## config.mk

```make
export PLATFORM = sky130hd
export DESIGN_NAME = symbol_rx_decoder
export DESIGN_NICKNAME = d
export VERILOG_FILES = /design/src/rtl/symbol_rx_decoder_pkg.sv /design/src/rtl/symbol_rx_decoder_gray_sym_decode.sv /design/src/rtl/symbol_rx_decoder.sv
export SDC_FILE = /design/constraint.sdc
export NUM_CORES = 1
export LEC_CHECK = 0
export BUFFER_PORTS_ARGS = -buffer_cell sky130_fd_sc_hd__buf_2
export CORE_MARGIN = 2
export CORE_UTILIZATION = 25
export DETAILED_ROUTE_END_ITERATION = 8
export SYNTH_ARGS = -nofsm -noshare
export SYNTH_HDL_FRONTEND = slang
export SYNTH_SLANG_ARGS = --single-unit
```

## constraint.sdc

```tcl
create_clock -name clk -period 4.92 [get_ports clk]
set_input_delay 1.476 -clock clk [delete_from_list [all_inputs] [get_ports clk]]
set_output_delay 1.476 -clock clk [all_outputs]
set_load 0.01 [all_outputs]
```

## src/rtl/symbol_rx_decoder_pkg.sv

```systemverilog
// Shared definitions for the Gray-coded 2-bit symbol link: symbol width,
// receive FSM states and the Gray encode/decode pair used on both ends.
package symbol_rx_decoder_pkg;

  localparam int SYM_WIDTH = 2;

  typedef enum logic [1:0] {
    IDLE  = 2'd0,
    DATA  = 2'd1,
    CHECK = 2'd2
  } state_t;

  function automatic logic [SYM_WIDTH-1:0] gray_decode(input logic [SYM_WIDTH-1:0] g);
    return {g[1], g[1] ^ g[0]};
  endfunction

  function automatic logic [SYM_WIDTH-1:0] gray_encode(input logic [SYM_WIDTH-1:0] d);
    return {d[1], d[1] ^ d[0]};
  endfunction

endpackage

```

## src/rtl/symbol_rx_decoder_gray_sym_decode.sv

```systemverilog
// Combinational Gray-to-binary conversion of one received 2-bit symbol.
module gray_sym_decode
  import symbol_rx_decoder_pkg::*;
(
  input  logic [SYM_WIDTH-1:0] g,
  output logic [SYM_WIDTH-1:0] d
);

  assign d = gray_decode(g);

endmodule

```

## src/rtl/symbol_rx_decoder.sv

```systemverilog
// Reassembles Gray-coded symbol frames into bytes, checks parity and symbol
// gaps, and presents good bytes through a 1-entry valid/ready buffer.
module symbol_rx_decoder
  import symbol_rx_decoder_pkg::*;
#(
  parameter int DATA_WIDTH = 8,
  parameter int TIMEOUT    = 16
) (
  input  logic                  clk,
  input  logic                  reset,
  input  logic [SYM_WIDTH-1:0]  sym_in,
  input  logic                  sym_valid,
  output logic [DATA_WIDTH-1:0] data_out,
  output logic                  out_valid,
  input  logic                  out_ready,
  output logic                  err_parity,
  output logic                  err_timeout,
  output logic                  overrun
);

  localparam int N     = DATA_WIDTH / SYM_WIDTH;
  localparam int CNT_W = (N > 1) ? $clog2(N + 1) : 1;
  localparam int GAP_W = $clog2(TIMEOUT + 1);

  state_t                 state, state_next;
  logic [SYM_WIDTH-1:0]   sym_dec;
  logic [DATA_WIDTH-1:0]  shreg;
  logic [SYM_WIDTH-1:0]   run_xor;
  logic [CNT_W-1:0]       sym_cnt;
  logic [GAP_W-1:0]       gap_cnt;

  logic first_sym;
  logic next_sym;
  logic timeout_fire;
  logic check_ok;
  logic check_bad;

  gray_sym_decode u_dec (
    .g (sym_in),
    .d (sym_dec)
  );

  // NOTE: sequential state uses non-blocking assignments so every flop samples
  // pre-edge values regardless of statement order.
  always_ff @(posedge clk or negedge reset) begin
    if (!reset) state <= IDLE;
    else        state <= state_next;
  end

  always_comb begin
    // NOTE: every output of this block gets a default first, so no path
    // through the case can leave a signal unassigned and infer a latch.
    state_next   = state;
    first_sym    = 1'b0;
    next_sym     = 1'b0;
    timeout_fire = 1'b0;
    check_ok     = 1'b0;
    check_bad    = 1'b0;
    case (state)
      IDLE: begin
        if (sym_valid) begin
          first_sym  = 1'b1;
          state_next = (N == 1) ? CHECK : DATA;
        end
      end
      DATA, CHECK: begin
        if (gap_cnt == GAP_W'(TIMEOUT)) begin
          // A symbol coinciding with the timeout starts a fresh frame.
          timeout_fire = 1'b1;
          if (sym_valid) begin
            first_sym  = 1'b1;
            state_next = (N == 1) ? CHECK : DATA;
          end else begin
            state_next = IDLE;
          end
        end else if (sym_valid) begin
          if (state == DATA) begin
            next_sym = 1'b1;
            if (sym_cnt == CNT_W'(N - 1)) state_next = CHECK;
          end else begin
            check_ok   = (sym_dec == run_xor);
            check_bad  = (sym_dec != run_xor);
            state_next = IDLE;
          end
        end
      end
      default: state_next = IDLE;
    endcase
  end

  always_ff @(posedge clk or negedge reset) begin
    if (!reset) begin
      shreg   <= '0;
      run_xor <= '0;
      sym_cnt <= '0;
      gap_cnt <= '0;
    end else begin
      if (first_sym) begin
        shreg   <= (shreg << SYM_WIDTH) | DATA_WIDTH'(sym_dec);
        run_xor <= sym_dec;
        sym_cnt <= CNT_W'(1);
      end else if (next_sym) begin
        shreg   <= (shreg << SYM_WIDTH) | DATA_WIDTH'(sym_dec);
        run_xor <= run_xor ^ sym_dec;
        sym_cnt <= sym_cnt + CNT_W'(1);
      end
      if (state != IDLE && !sym_valid && !timeout_fire) gap_cnt <= gap_cnt + GAP_W'(1);
      else                                              gap_cnt <= '0;
    end
  end

  // Output buffer: a good frame may replace a byte being drained this cycle.
  always_ff @(posedge clk or negedge reset) begin
    if (!reset) begin
      data_out    <= '0;
      out_valid   <= 1'b0;
      err_parity  <= 1'b0;
      err_timeout <= 1'b0;
      overrun     <= 1'b0;
    end else begin
      err_parity  <= check_bad;
      err_timeout <= timeout_fire;
      if (check_ok && (!out_valid || out_ready)) begin
        data_out  <= shreg;
        out_valid <= 1'b1;
      end else begin
        if (out_valid && out_ready) out_valid <= 1'b0;
        if (check_ok)               overrun   <= 1'b1;
      end
    end
  end

endmodule

```

## After elaboration in Yosys (flattened, before gate mapping)

Index checks and enable logic that the tools add are counted.

| storage, ports and cells | value |
|---|---|
| bits in registers | 32 |
| output and inout port bits | 12 |

| operators by class | value |
|---|---|
| add/subtract/negate cells | 2 |
| equal/unequal tests | 9 |
| multiplexer cells | 33 |
| bitwise gates (word level) | 4 |
| reductions and logical operators | 15 |

Operator list:

| operator | number |
|---|---|
| 2-to-1 mux 1 bit | 19 |
| 2-to-1 mux 8 bit | 2 |
| 2-to-1 mux 2 bit | 7 |
| OR 8 x 2 -> 8 bit | 1 |
| 2-to-1 mux 3 bit | 2 |
| nonzero test 2 bit | 3 |
| adder 5 x 1 -> 5 bit (second input constant) | 1 |
| == test 5 bit (second input constant) | 1 |
| 2-to-1 mux 5 bit | 1 |
| logical AND 1 bit | 4 |
| != test 4 bit (second input constant) | 1 |
| case mux 2 bit (2 select lines) | 1 |
| adder 3 x 1 -> 3 bit (second input constant) | 1 |
| == test 3 x 2 -> 1 bit (second input constant) | 1 |
| logical NOT 1 bit | 3 |
| != test 3 bit (second input constant) | 1 |
| AND reduction 3 bit | 1 |
| == test 2 x 1 -> 1 bit (second input constant) | 1 |
| == test 2 bit | 1 |
| == test 2 bit (second input constant) | 1 |
| logical NOT 2 bit | 1 |
| != test 2 bit | 1 |
| != test 2 bit (second input constant) | 1 |
| case mux 1 bit (2 select lines) | 1 |
| 6 further kinds | 6 |

## Depth between registers and ports, before layout

Gate-level depths: netlist of the first run.

| depth | value |
|---|---|
| depth after elaboration | 9 |
| depth in mapped cells | 6 |
| gate-level depth less buffers | 6 |

## By module

Synthesis of the first run repeated with hierarchy kept, for this count alone.

| unflattened totals | value |
|---|---|
| cell total of the unflattened synthesis | 122 |
| area total of the unflattened synthesis | 1565.3 um^2 |

Modules (own cells, without submodules):

| module | instances | cells an instance | area each (um^2) |
|---|---|---|---|
| symbol_rx_decoder | 1 | 120 | 1549.0 |
| gray_sym_decode | 1 | 2 | 16.3 |

## Worst setup path after synthesis of the first run

No wires, ideal clock.

| timing | value |
|---|---|
| kind | input -> register |
| start point | input port sym_valid |
| end point | register shreg[1] |
| data arrival time | 2.543 ns |
| data required time | 4.795 ns |
| slack | 2.252 ns |
| stages on the path | 5 |
| path through | buf_2 nand2_1 nor3_4 nor3_4 mux2_2 |

| between the ends | value |
|---|---|
| word-level cells in the longest chain between the ends | 4 |

Ends and longest elaborated chain:

| item | RTL line | text |
|---|---|---|
| start, declared | symbol_rx_decoder.sv:12 | `input logic sym_valid,` |
| 2-to-1 mux 1 bit (on tied branches) | symbol_rx_decoder.sv:61, symbol_rx_decoder.sv:70, symbol_rx_decoder.sv:76 |  |
| 2-to-1 mux 1 bit | symbol_rx_decoder.sv:67 | `if (gap_cnt == GAP_W'(TIMEOUT)) begin` |
| case mux 1 bit (2 select lines) or 2-to-1 mux 1 bit (tied branches) | symbol_rx_decoder.sv:59 | `case (state)` |
| 2-to-1 mux 8 bit or nonzero test 2 bit (tied branches) | - |  |
| end signal, assigned | symbol_rx_decoder.sv:99 | `shreg <= (shreg << SYM_WIDTH) \| DATA_WIDTH'(sym_dec);` |
| end signal, assigned | symbol_rx_decoder.sv:103 | `shreg <= (shreg << SYM_WIDTH) \| DATA_WIDTH'(sym_dec);` |
| end, declared | symbol_rx_decoder.sv:27 | `logic [DATA_WIDTH-1:0] shreg;` |

Several ways; a longest one is shown, not always the timed one.
A chain may end at the register's enable or synchronous reset.

## Worst setup path after layout of the first run

| timing | value |
|---|---|
| start point | input port sym_in[0] |
| end point | register data_out[6] |

| between the ends | value |
|---|---|
| word-level cells in the longest chain between the ends | 7 |

Ends and longest elaborated chain:

| item | RTL line | text |
|---|---|---|
| start, declared | symbol_rx_decoder.sv:11 | `input logic [SYM_WIDTH-1:0] sym_in,` |
| bitwise XOR 1 bit | symbol_rx_decoder_pkg.sv:14 | `return {g[1], g[1] ^ g[0]};` |
| == test 2 bit | symbol_rx_decoder.sv:81 | `check_ok = (sym_dec == run_xor);` |
| 2-to-1 mux 1 bit | symbol_rx_decoder.sv:77 | `if (state == DATA) begin` |
| 2-to-1 mux 1 bit | symbol_rx_decoder.sv:76 | `end else if (sym_valid) begin` |
| 2-to-1 mux 1 bit | symbol_rx_decoder.sv:67 |  |
| 2-to-1 mux 1 bit | symbol_rx_decoder.sv:59 |  |
| logical AND 1 bit | symbol_rx_decoder.sv:123 | `if (check_ok && (!out_valid \|\| out_ready)) begin` |
| end signal, assigned | symbol_rx_decoder.sv:124 | `data_out <= shreg;` |
| end, declared | symbol_rx_decoder.sv:13 | `output logic [DATA_WIDTH-1:0] data_out,` |

Every way passes these cells.

==> results of run 1 <==
[metrics by stage]
| stage | instances | worst slack [ns] | hold slack, ns |
|---|---|---|---|
| floorplan | 121 | 2.252 | 0.4547 |
| global placement | 212 | 1.965 | 0.4609 |
| detailed placement | 212 | 1.933 | 0.4767 |
| CTS | 220 | 2.240 | 0.4867 |
| global route | 220 | 2.169 | 0.5147 |
| finish | 220 | 2.263 | 0.4793 |
[worst paths after layout]
path / start / to / depth (start not counted)
max in group asynchronous: reset / err_parity / 1
max: sym_in[0] / data_out[6] / 5
min reg2reg: gap_cnt[0] / gap_cnt[0] / 1
min in group asynchronous: reset / err_timeout / 1
min: gap_cnt[0] / gap_cnt[0] / 1
max reg2reg: state[0] / shreg[5] / 6
[critical path: stages]
cell and delay [ns]:
buf_2 0.12, xnor2_1 0.18, mux2i_1 0.35, nand4b_2 0.33, mux2_2 0.36
[registers in the layout, summed over array words and instances, names as in the netlist]
name         flops
data_out         8
shreg            8
gap_cnt          5
sym_cnt          3
run_xor          2
state            2
err_parity       1
err_timeout      1
out_valid        1
overrun          1
[Yosys cell counts, types with 2 or more instances]
library cell | n | area share [%]
a21oi_1 | 5 | 1.7
ha_1 | 7 | 5.8
nor3_1 | 2 | 0.67
nand3_1 | 3 | 1.0
nand2_1 | 6 | 1.5
xnor2_1 | 4 | 2.3
nor2_1 | 7 | 1.7
xor2_1 | 2 | 1.2
mux2_2 | 16 | 12
a31oi_1 | 2 | 0.83
dfrtp_1 | 32 | 53
o211ai_1 | 2 | 1.0
nor3_4 | 2 | 2.2
mux2i_1 | 3 | 2.0
or3_1 | 2 | 0.83
inv_1 | 9 | 2.2
[layer usage]
layer	vias up	routed length, um	track usage (%)
met5	-	0	0
met4	0	34	2.542
met3	7	124	3.956
met2	17	1063	12.30
met1	454	1211	11.11
li1	470	-	-
[where the power goes]
part | leakage (nW) | internal [mW] | total, mW | switching [mW]
sequential | 0.402 | 0.369 | 0.432 | 0.0629
combinational | 0.350 | 0.205 | 0.402 | 0.197
clock | 0.0479 | 0.0983 | 0.193 | 0.0952
total | 0.800 | 0.672 | 1.03 | 0.355
[cell type report]
| type | count | area, sq um |
|---|---|---|
| Tap cell | 75 | 93.84 |
| Sequential cell | 32 | 800.8 |
| Clock buffer | 5 | 68.82 |
| Timing Repair Buffer | 17 | 85.08 |
| Fill cell | 603 | 4086 |
| Multi-Input combinational cell | 79 | 663.1 |
| Inverter | 9 | 33.78 |
| Clock inverter | 3 | 18.77 |
[kinds of logic (layout without fill, tap and decap cells)]
kind of cell	Yosys count	after routing	share of synthesized area [%]
multiplexers	19	19	13.99
flip-flops	32	32	53.29
AND/OR/NAND/NOR	33	33	14.74
XOR/XNOR	6	6	3.497
adder cells (fa/ha/maj)	7	7	5.828
AO/OA/AOI/OAI	14	14	6.078
buffers and inverters	10	34	2.581
==> flow_metrics.tcl, run 1 <==
set metrics [dict create \
    period_needed_ns 2.657 \
    start_util_pct 25.68 \
    final.setup.tns_ns 0 \
    grt_pass1_wl_mm 4.222 \
    gp_congestion 0.7422 \
    cts_tree "done" \
    final_util_pct 30.15 \
    drcViolationCount 0 \
    rsz0062_at_grt "false" \
    mostFrequentLayoutCell "dfrtp_1" \
    synth.avg_cell_area_sq_um 12.42 \
    critPathLaunchType "input port" \
    dpl.hpwl_mm 1.802 \
    fp.dieW_um 81.53 \
    syn_inst 121 \
    synth_flop_cell "dfrtp_1" \
    period_share_pct 54.01 \
    maxCapViolCount 0 \
    rows 28 \
    numCtsBuffers 5 \
    diodes 0 \
    yosysWarnings 0 \
    slew_headroom_pct 52.56 \
    syn_to_final_growth_pct 17.40 \
    io_buffers 17 \
    fmax_mhz 376.3 \
    synth_edf_count 0 \
    worstPathRequired_ns 5.09 \
    overflow 0 \
    ys_seq_elements 32 \
    fin_total_pwr_mw 1.027 \
    first_iter_violations 23 \
    async_flop_share_pct 100.0 \
    root_buffer "clkbuf_8" \
    wl_per_cell_um 11.06 \
    p_per_area_nw_per_um2 582.2 \
    worst-r2r-setup-slack_ns 2.89 \
    postCtsSetupBuffers 0 \
    clk-insertion-delay-late_ns 0.28 \
    status "finished, final reports clean" \
    pin_count 18 \
    cts.clk_slew.worst_paths_ns 0.07 \
    die_area_sq_um 6647 \
    vias 948 \
    cts_resized 0 \
    criticalPathCategory "in2reg" \
    grt_max_degree 33 \
    nets 157 \
    synth_fp_nets 134 \
    firstDrtPassIters 4 \
    vias_per_cell 4.309 \
    min_path_type "reg2reg" \
    core_area_sq_um 5851 \
    arrival_ns 2.82 \
    final_max_slew_viol_count 0 \
    finalHoldViolations 0 \
    ys_seq_area_share_pct 53.29 \
    place_area_sq_um 1677 \
    skew_ns 0.01021 \
    drive_gt1_share_pct 33.10 \
    p_leak_nw 0.7996 \
    cts_buffer_depth 2 \
    finalSetupViolations 0 \
    final_cell_mix "32 x dfrtp_1, 17 x buf_2, 16 x mux2_2, 9 x inv_1" \
    antenna_found_initial 0 \
    endpoint_kind "flip-flop" \
    cp_max_fo 8 \
    ant_nets 0 \
    grt_pass1_vias 907 \
    peakVddDrop_mv 0.2072 \
    synth_area_sq_um 1503 \
    grt_usage_pct 8.446 \
    wl_mm 2.434 \
    cts.sinks 32 \
    final_area_sq_um 1764 \
    tightest_slew_ns 0.7116 \
    cts_hold_buf 0 \
    die_h_um 81.53 \
    ys_types 33 \
    htreeDepth 2 \
]
(Power assumes the default switching activity.)
==> run 2: changes to the inputs <==
--- a/config.mk
+++ b/config.mk
@@ -5,6 +5,7 @@
 export SDC_FILE = /design/constraint.sdc
 export NUM_CORES = 1
 export LEC_CHECK = 0
+export ABC_AREA = 1
 export BUFFER_PORTS_ARGS = -buffer_cell sky130_fd_sc_hd__buf_2
 export CORE_MARGIN = 2
 export CORE_UTILIZATION = 25
==> constraint.sdc (replaced) <==
create_clock -name clk -period 2.2 [get_ports clk]
set_input_delay 0.66 -clock clk [delete_from_list [all_inputs] [get_ports clk]]
set_output_delay 0.66 -clock clk [all_outputs]
set_load 0.01 [all_outputs]
==> flow_metrics.tcl, run 2 <==
set metrics [dict create \
    core_area_sq_um 6350 \
    cts_buffer_depth 2 \
    status "finished, final reports clean" \
    crit_chain "inv_1 > ha_1 > nand3_2 > nand2_2 > nand2_2 > nand2_2 > nand2_1 > nand2_1" \
    tightest_slew_ns 0.7324 \
    drcViolationCount 0 \
    drt-met1-wl_mm 1.495 \
    min_path_type "in2async" \
    die_area_sq_um 7246 \
    fillerInstances 664 \
    clk-insertion-delay-late_ns 0.28 \
    ys_seq_elements 32 \
    cts_hold_buf 0 \
    criticalPathCategory "reg2reg" \
    gp_congestion 0.7401 \
    route.met2.wl_mm 1.557 \
    syn_to_final_growth_pct 14.60 \
    critPathMostFrequentCell "nand2_2" \
    peakVddDrop_mv 0.2818 \
    mostFrequentLayoutCell "nand2_1" \
    synth_top_area_share_pct 48.67 \
    yosysWarnings 0 \
    synth_fp_nets 204 \
    numCtsBuffers 5 \
    vias_per_cell 4.368 \
    start_util_pct 25.91 \
    critPathLaunchType "flip-flop" \
    regArea_sq_um 800.8 \
    die_h_um 85.13 \
    diodes 0 \
    final_max_slew_viol_count 0 \
    rsz0062_at_grt "false" \
    wl_met3_um 84 \
    antenna_found_initial 0 \
    yosysMostFrequentCell "nand2_1" \
    async_flop_share_pct 100.0 \
    top_regs "data_out x8, shreg x8, gap_cnt x5" \
    wl_mm 3.209 \
    syn_inst 191 \
    first_iter_violations 80 \
    cp_max_fo 20 \
    firstDrtPassIters 6 \
    synth_top_area_cell "dfrtp_1" \
    synth_flop_cell "dfrtp_1" \
    p_leak_nw 1.055 \
    skew_ns 0.007613 \
    rows 29 \
    synth_area_sq_um 1645 \
    fin_hold_ws_ns 0.4316 \
    synthTopCellsByArea "dfrtp_1 49%, nand2_1 15%, nand3_1 7.0%, ha_1 5.3%, inv_1 3.9%" \
    htreeDepth 2 \
    dp_worst_setup_slack_ns 0.4759 \
    timing.final.ws_setup_ns 0.4645 \
    fp.dieW_um 85.13 \
    period_share_pct 78.89 \
    synth_edf_count 0 \
    fmax_mhz 576.2 \
    maxCapViolCount 0 \
    grt_pass1_vias 1261 \
    slew_headroom_pct 51.18 \
    grt_pass1_wl_mm 5.720 \
    endpoint_kind "flip-flop" \
    final_util_pct 29.69 \
    pin_count 18 \
    ant_nets 0 \
    multi_input_area_sq_um 716.9 \
    ys_types 25 \
    dpl.hpwl_mm 2.287 \
    top_layer_used "met4" \
    critical_path.slowest_cell "dfrtp_1" \
    cts.sinks 32 \
    grt_max_degree 33 \
    nets 223 \
    period_needed_ns 1.736 \
    finalSetupViolations 0 \
    final_cell_mix "67 x nand2_1, 32 x dfrtp_1, 23 x nand3_1, 17 x inv_1, 17 x buf_2" \
    synth_commonest_cells "67 x nand2_1, 32 x dfrtp_1, 23 x nand3_1" \
    wl_per_cell_um 11.14 \
    slowest_delay_ns 0.40 \
    cts_resized 0 \
    final.setup.tns_ns 0 \
    root_buffer "clkbuf_8" \
    arrival_ns 1.91 \
    cts.clk_slew.worst_paths_ns 0.07 \
    vias 1258 \
    postCtsSetupBuffers 0 \
    finalHoldViolations 0 \
    overflow 0 \
    drive_gt1_share_pct 20.38 \
    ys_seq_area_share_pct 48.67 \
    worstPathRequired_ns 2.37 \
    p_per_area_nw_per_um2 1243 \
    grt_usage_pct 9.796 \
    io_buffers 17 \
    cts_tree "done" \
    synth.avg_cell_area_sq_um 8.614 \
]
-- run 2: changes by cell type after synthesis, sizes merged, moves of 4 or more --
| cell | change |
|---|---|
| buf | +4 |
| mux2 | -16 |
| nor2 | +4 |
| nand2 | +69 |
| nand3 | +21 |
| nand4 | +10 |
| a21oi | -5 |
| inv | +10 |
-- run 2: cells by family after synthesis --
| logic type | count (synthesis) | synth area share [%] |
|---|---|---|
| and+or+nand+nor | 122 | 35.67 |
| DFF | 32 | 48.67 |
| buffers and inverters | 25 | 7.756 |
| xor gates and xnor gates | 3 | 1.597 |
| adders and majority gates | 7 | 5.323 |
| AOI/OAI and AO/OA | 2 | 0.9883 |
-- run 2: final cells by class --
| type | count | share of cell area [%] |
|---|---|---|
| Sequential cell | 32 | 42.47 |
| Multi-Input combinational cell | 134 | 38.02 |
| Tap cell | 77 | 5.109 |
| Timing Repair Buffer | 18 | 4.910 |
| Clock buffer | 6 | 3.849 |
| Inverter | 19 | 3.782 |
| Clock inverter | 2 | 1.858 |
-- run 2: final timing paths --
check	cells past startpoint	startpoint	end	slack, ns
hold / removal	1	reset	gap_cnt[1]	0.43
setup reg to reg	8	state[0]	run_xor[1]	0.46
hold reg to reg	2	data_out[7]	data_out[7]	0.47
min in group clk	2	data_out[7]	data_out[7]	0.47
max in group asynchronous	1	reset	shreg[0]	1.28
setup / recovery	8	state[0]	run_xor[1]	0.46
-- run 2: stage by stage --
step	cell area, sq um	cells	total power [mW]
floorplan	1645	191	1.627
global placement	1778	280	1.795
detailed placement	1778	280	1.813
CTS	1886	288	2.378
global route	1886	288	2.555
finish	1886	288	2.343
-- run 2: worst max-delay path, delay by kind of cell, from the launching register on --
family | cells | cell delay, ns
DFF | 1 | 0.40
and+or+nand+nor | 6 | 0.85
buffers and inverters | 1 | 0.06
adders and majority gates | 1 | 0.33
-- run 2: power breakdown --
group,leakage (nW),switching (mW),internal (mW)
Clock,0.0552,0.214,0.336
Combinational,0.578,0.558,0.315
Sequential,0.422,0.133,0.786
Total,1.06,0.905,1.44
-- run 2: layer usage --
layer | vias to the layer above | GRT usage, %
met4 | 0 | 5.195
met3 | 5 | 1.848
met5 | - | 0
li1 | 639 | -
met1 | 598 | 12.76
met2 | 16 | 15.41
